==> src/rtl/divider_iter.sv <==
// divider_iter: iterative restoring radix-2 divider, one quotient bit per cycle.
// Define DIVIDER_ITER_SIGNED_EN to enable two's-complement operation via in_signed.
module divider_iter #(
    parameter int BITS = 16
) (
    input  logic            in_clk,
    input  logic            in_rst,
    input  logic            in_start,
    input  logic            in_signed,
    input  logic [BITS-1:0] in_a,
    input  logic [BITS-1:0] in_b,
    output logic            out_busy,
    output logic            out_finished,
    output logic [BITS-1:0] out_quot,
    output logic [BITS-1:0] out_rem,
    output logic            out_divzero
);
    localparam int CW = (BITS > 2) ? $clog2(BITS) : 1;

    typedef enum logic [1:0] {IDLE, ITER, FIXUP, DONE} state_t;

    state_t          state, state_nx;
    logic [CW-1:0]   cnt;
    logic [BITS-1:0] prem, quo, div;
    logic [BITS:0]   shifted;
    logic [BITS-1:0] diff;
    logic            fits;
    logic            accept, bzero;
    logic [BITS-1:0] mag_a, mag_b, res_q, res_r;

    assign accept  = in_start && (state == IDLE || state == DONE);
    assign bzero   = (in_b == '0);
    // quotient bit shifts in from the bottom of quo while dividend bits leave its top
    assign shifted = {prem, quo[BITS-1]};
    assign fits    = (shifted >= {1'b0, div});
    assign diff    = shifted[BITS-1:0] - div;

`ifdef DIVIDER_ITER_SIGNED_EN
    logic neg_a, neg_b, qneg, rneg;
    assign neg_a = in_signed & in_a[BITS-1];
    assign neg_b = in_signed & in_b[BITS-1];
    assign mag_a = neg_a ? -in_a : in_a;
    assign mag_b = neg_b ? -in_b : in_b;
    assign res_q = qneg ? -quo : quo;
    assign res_r = rneg ? -prem : prem;

    always_ff @(posedge in_clk or negedge in_rst) begin
        if (!in_rst) begin
            qneg <= 1'b0;
            rneg <= 1'b0;
        end else if (accept) begin
            qneg <= neg_a ^ neg_b;
            rneg <= neg_a;
        end
    end
`else
    logic unused_signed;
    assign unused_signed = in_signed;
    assign mag_a = in_a;
    assign mag_b = in_b;
    assign res_q = quo;
    assign res_r = prem;
`endif

    always_comb begin
        state_nx = state;
        case (state)
            IDLE, DONE: state_nx = in_start ? (bzero ? DONE : ITER) : state;
            ITER:       state_nx = (cnt == '0) ? FIXUP : ITER;
            FIXUP:      state_nx = DONE;
            default:    state_nx = IDLE;
        endcase
    end

    always_ff @(posedge in_clk or negedge in_rst) begin
        if (!in_rst) state <= IDLE;
        else         state <= state_nx;
    end

    assign out_busy     = (state == ITER) || (state == FIXUP);
    assign out_finished = (state == DONE);

    always_ff @(posedge in_clk or negedge in_rst) begin
        if (!in_rst) begin
            cnt         <= '0;
            prem        <= '0;
            quo         <= '0;
            div         <= '0;
            out_quot    <= '0;
            out_rem     <= '0;
            out_divzero <= 1'b0;
        end else if (accept) begin
            cnt         <= CW'(BITS - 1);
            prem        <= '0;
            quo         <= mag_a;
            div         <= mag_b;
            out_divzero <= bzero;
            if (bzero) begin
                out_quot <= '1;
                out_rem  <= in_a;
            end
        end else if (state == ITER) begin
            cnt  <= cnt - 1'b1;
            prem <= fits ? diff : shifted[BITS-1:0];
            quo  <= {quo[BITS-2:0], fits};
        end else if (state == FIXUP) begin
            out_quot <= res_q;
            out_rem  <= res_r;
        end
    end
endmodule
==> config.mk <==
export PLATFORM = sky130hd
export DESIGN_NAME = divider_iter
export DESIGN_NICKNAME = d
export VERILOG_FILES = /design/src/rtl/divider_iter.sv
export SDC_FILE = /design/constraint.sdc
export NUM_CORES = 1
export LEC_CHECK = 0
export CAP_MARGIN = 10
export CORE_ASPECT_RATIO = 0.75
export CORE_UTILIZATION = 49
export DETAILED_ROUTE_END_ITERATION = 16
export GPL_TIMING_DRIVEN = 0
export PLACE_DENSITY_LB_ADDON = 0.25
export RECOVER_POWER = 100
export SETUP_SLACK_MARGIN = 0.2
export SLEW_MARGIN = 5
export SYNTH_ARGS = -nofsm -noshare
export SYNTH_HDL_FRONTEND = slang
export SYNTH_SLANG_ARGS = --single-unit
==> constraint.sdc <==
create_clock -name in_clk -period 2.4 [get_ports in_clk]
set_input_delay 0.48 -clock in_clk [delete_from_list [all_inputs] [get_ports in_clk]]
set_output_delay 0.48 -clock in_clk [all_outputs]
set_load 0.01 [all_outputs]
==> qor.txt <==
P_sw: 0.00494 W
period utilisation layout: 0.984
Sw Share: 0.436
Mean Syn Cell Area: 8.94 µm²
M2 GR Usage: 0.435
internal power: 0.00639 W
WP data arrival: 2.61 ns
Fin Hold WS: 0.0799 ns
Reg power frac: 0.219
DP Wirelength: 9.55 mm
M1 GR Usage: 0.403
Mapped Cells: 529
crit-path max cell delay: 0.38 ns
Final Hold Viols: 0
Top FF cell, synth: dfrtp_1
cell with the most instances after synthesis: dfrtp_1
First DRT Iteration DRCs: 393
Max Slew Vio Count: 0
Clk network pwr share: 0.125
Power Density: 1750 mW/mm²
GR Util met3: 0.0675
Slew HR: 0.120
core area: 0.00920 mm²
largest area contributor in the netlist: dfrtp_1
routability congestion estimate: 0.916
Crit Path Max Fanout: 5
area of the multi-input gates: 0.00259 mm²
PortBufs: 69
Global Route Usage Sum: 0.290
worst reg2reg path endpoint: prem[15]
flop2flop setup slack: 0.04 ns
root buf cell: clkbuf_16
DRT Wirelength: 14.2 mm
Critical Path Start Type: register
CTS buffer count: 9
io pins: 71
outcome: finished, final reports clean
launch point of the worst reg-to-reg path: div[1]
Sink Count: 87
DR vias: 4,587
power after layout: 0.0113 W
Final ANT Viol Nets: 0
FP Rows: 30
antenna violations before repair: 0
Filler Cell Count: 698
Final Setup Violations: 0
Critical-path top delay cell: dfrtp_1
RSZ-0062 raised after global routing: true
syn nets: 586
initial core utilization: 0.514
WL per Instance: 18.4 µm
FFs w/ async S/R, synth: 1.00
GRT overflow: 0
register cell area after layout: 0.00218 mm²
number of buffers inserted by hold repair at cts: 0
Area Overhead vs Synth: 37.2%
CTS tree: built
slew at the pin closest to its max-slew limit: 1.32 ns
Syn. warnings: 0
Clock transition at path regs: 0.06 ns
Commonest cells post-synth: 87 x dfrtp_1, 86 x nand2_1, 55 x nor2_1
Max Root-Sink Buffers: 2
Die X: 115 µm
Max-Cap Viols: 0
Reg2Reg Depth: 10
Die H: 87.1 µm
Yosys cell types: 57
# nets final: 700
VDD IR-drop max: 0.00117 V
leakage power figure: 2.98 nW
worst hold-check path type: in2async
Yosys reg bits: 87
die area: 0.0101 mm²
Skew-Pair Late Insertion Delay: 0.34 ns
largest cells by area after synthesis: dfrtp_1 46%, nand2_1 6.8%, ha_1 5.3%
DR vias/cell: 5.91
post-synthesis sequential area ratio: 0.460
Worst EP required: 2.65 ns
setup TNS: 0 ns
EDFF count, synth: 0
Post-Synthesis Cell Area: 0.00473 mm²
antenna cells: 0
vias in the first global route: 4,331
Comb pwr share: 0.655
clock skew: 0.00765 ns
Worst setup EP type: register
fmax: 424 MHz
critical path class: reg2reg
CP cell instances: inv_2 -> ha_4 -> nor2b_4 -> o2111a_2 -> nor3_4 -> a211o_4 -> a21oi_4 -> buf_6 -> o2111ai_4 -> o21bai_1
share of the synthesized area in the top cell type: 0.460
Final Critical Period: 2.36 ns
pin count of the biggest net entering global routing: 54
GR peak layer: met2
CTS H-tree lvls: 3
layout cells sized above 1: 0.190
first-pass GRT wire length: 21.9 mm
drt pass-1 iters: 5
drc violations: 0
[flip-flops by register name, indices dropped and copies added, names as in the netlist]
name,count
cnt,4
prem,16
out_quot,16
state,2
out_divzero,1
quo,16
out_rem,16
div,16
[routing by layer]
metal / part of all wire / wire length [µm] / up-vias
met3: 0.073 / 1040 / 28
met1: 0.44 / 6270 / 2251
met2: 0.47 / 6640 / 222
li1: - / - / 2086
met5: 0 / 0 / -
met4: 0.021 / 295 / 0
[worst max path at each step]
stage,start,end,slack [ns],cells after the start
floorplan,prem[13],prem[1],0.20,8
finish,div[1],prem[15],0.04,10
CTS,prem[0],prem[1],0.11,8
global route,prem[5],prem[15],-0.006,10
detailed placement,in_b[3],out_quot[10],-0.43,8
global placement,in_rst,prem[4],-2.22,1
[power by group through the flow]
stage          Combinational (W)  Clock (W)  Sequential (W)
6_report                 0.00742    0.00142         0.00249
3_3_place_gp             0.00516          0         0.00248
2_1_floorplan            0.00397          0         0.00241
5_1_grt                  0.00796    0.00149         0.00254
3_5_place_dp             0.00531          0         0.00249
4_1_cts                  0.00629    0.00142         0.00246
[cell families after synthesis]
| logic type | synth area share |
|---|---|
| buf+inv | 0.0537 |
| mux | 0.0413 |
| simple gates | 0.176 |
| xor+xnor | 0.0241 |
| compound gates | 0.187 |
| fa+ha+maj | 0.0572 |
| flops | 0.460 |
[stage by stage]
step	instance area, µm²	setup slack, ns	util	instances
CTS	6250	0.112	0.679	762
finish	6490	0.0392	0.705	776
floorplan	4730	0.204	-	529
detailed placement	5610	-0.432	0.610	727
global route	6490	-0.00567	0.705	776
global placement	5580	-2.22	0.607	726
[layout by cell type, fill, tap and decap left out, drive strengths merged, types with 2 or more instances in the layout]
master | netlist | final
dfrtp | 87 | 87
nand2 | 86 | 86
nor2 | 55 | 55
o21ai | 50 | 50
buf | 14 | 44
clkbuf | 22 | 40
dlygate4sd3 | 0 | 34
a31oi | 34 | 34
clkdlybuf4s50 | 0 | 33
a21oi | 30 | 30
inv | 24 | 24
ha | 20 | 20
mux2i | 18 | 18
xnor2 | 11 | 11
nand4 | 8 | 8
nand3 | 7 | 7
nor2b | 6 | 6
nor4 | 4 | 4
o21a | 3 | 3
nand2b | 3 | 3
and2 | 3 | 3
and3 | 3 | 3
a21o | 3 | 3
o31ai | 3 | 3
a211oi | 2 | 2
o211ai | 2 | 2
nor3b | 2 | 2
xor2 | 2 | 2
nand4b | 2 | 2
nor3 | 2 | 2
or3 | 2 | 2
o31a | 2 | 2
a41oi | 2 | 2
o2111ai | 2 | 2
[final cells by class]
type,count,area share
clock inverter,3,0.00656
clock buffer,13,0.0386
sequential,87,0.336
tap,128,0.0247
inverter,24,0.0143
buffer,36,0.0347
multi-input combinational,382,0.399
timing repair buffer,103,0.146
[critical path: cells and delay by family, from the launching register on]
family | cells | cell delay [ns]
buffers and inverters | 2 | 0.25
flip-flops | 1 | 0.38
AND/OR/NAND/NOR | 2 | 0.22
adder cells (fa/ha/maj) | 1 | 0.26
AO/OA/AOI/OAI | 5 | 1.15
[timing repair]
item,4_1_cts,5_1_grt
resized for setup,52,46
setup endpoints to repair,70,42
pin swaps,15,21
gates cloned,0,1
buffers inserted,19,13
Power figures use the tool's default switching activity.
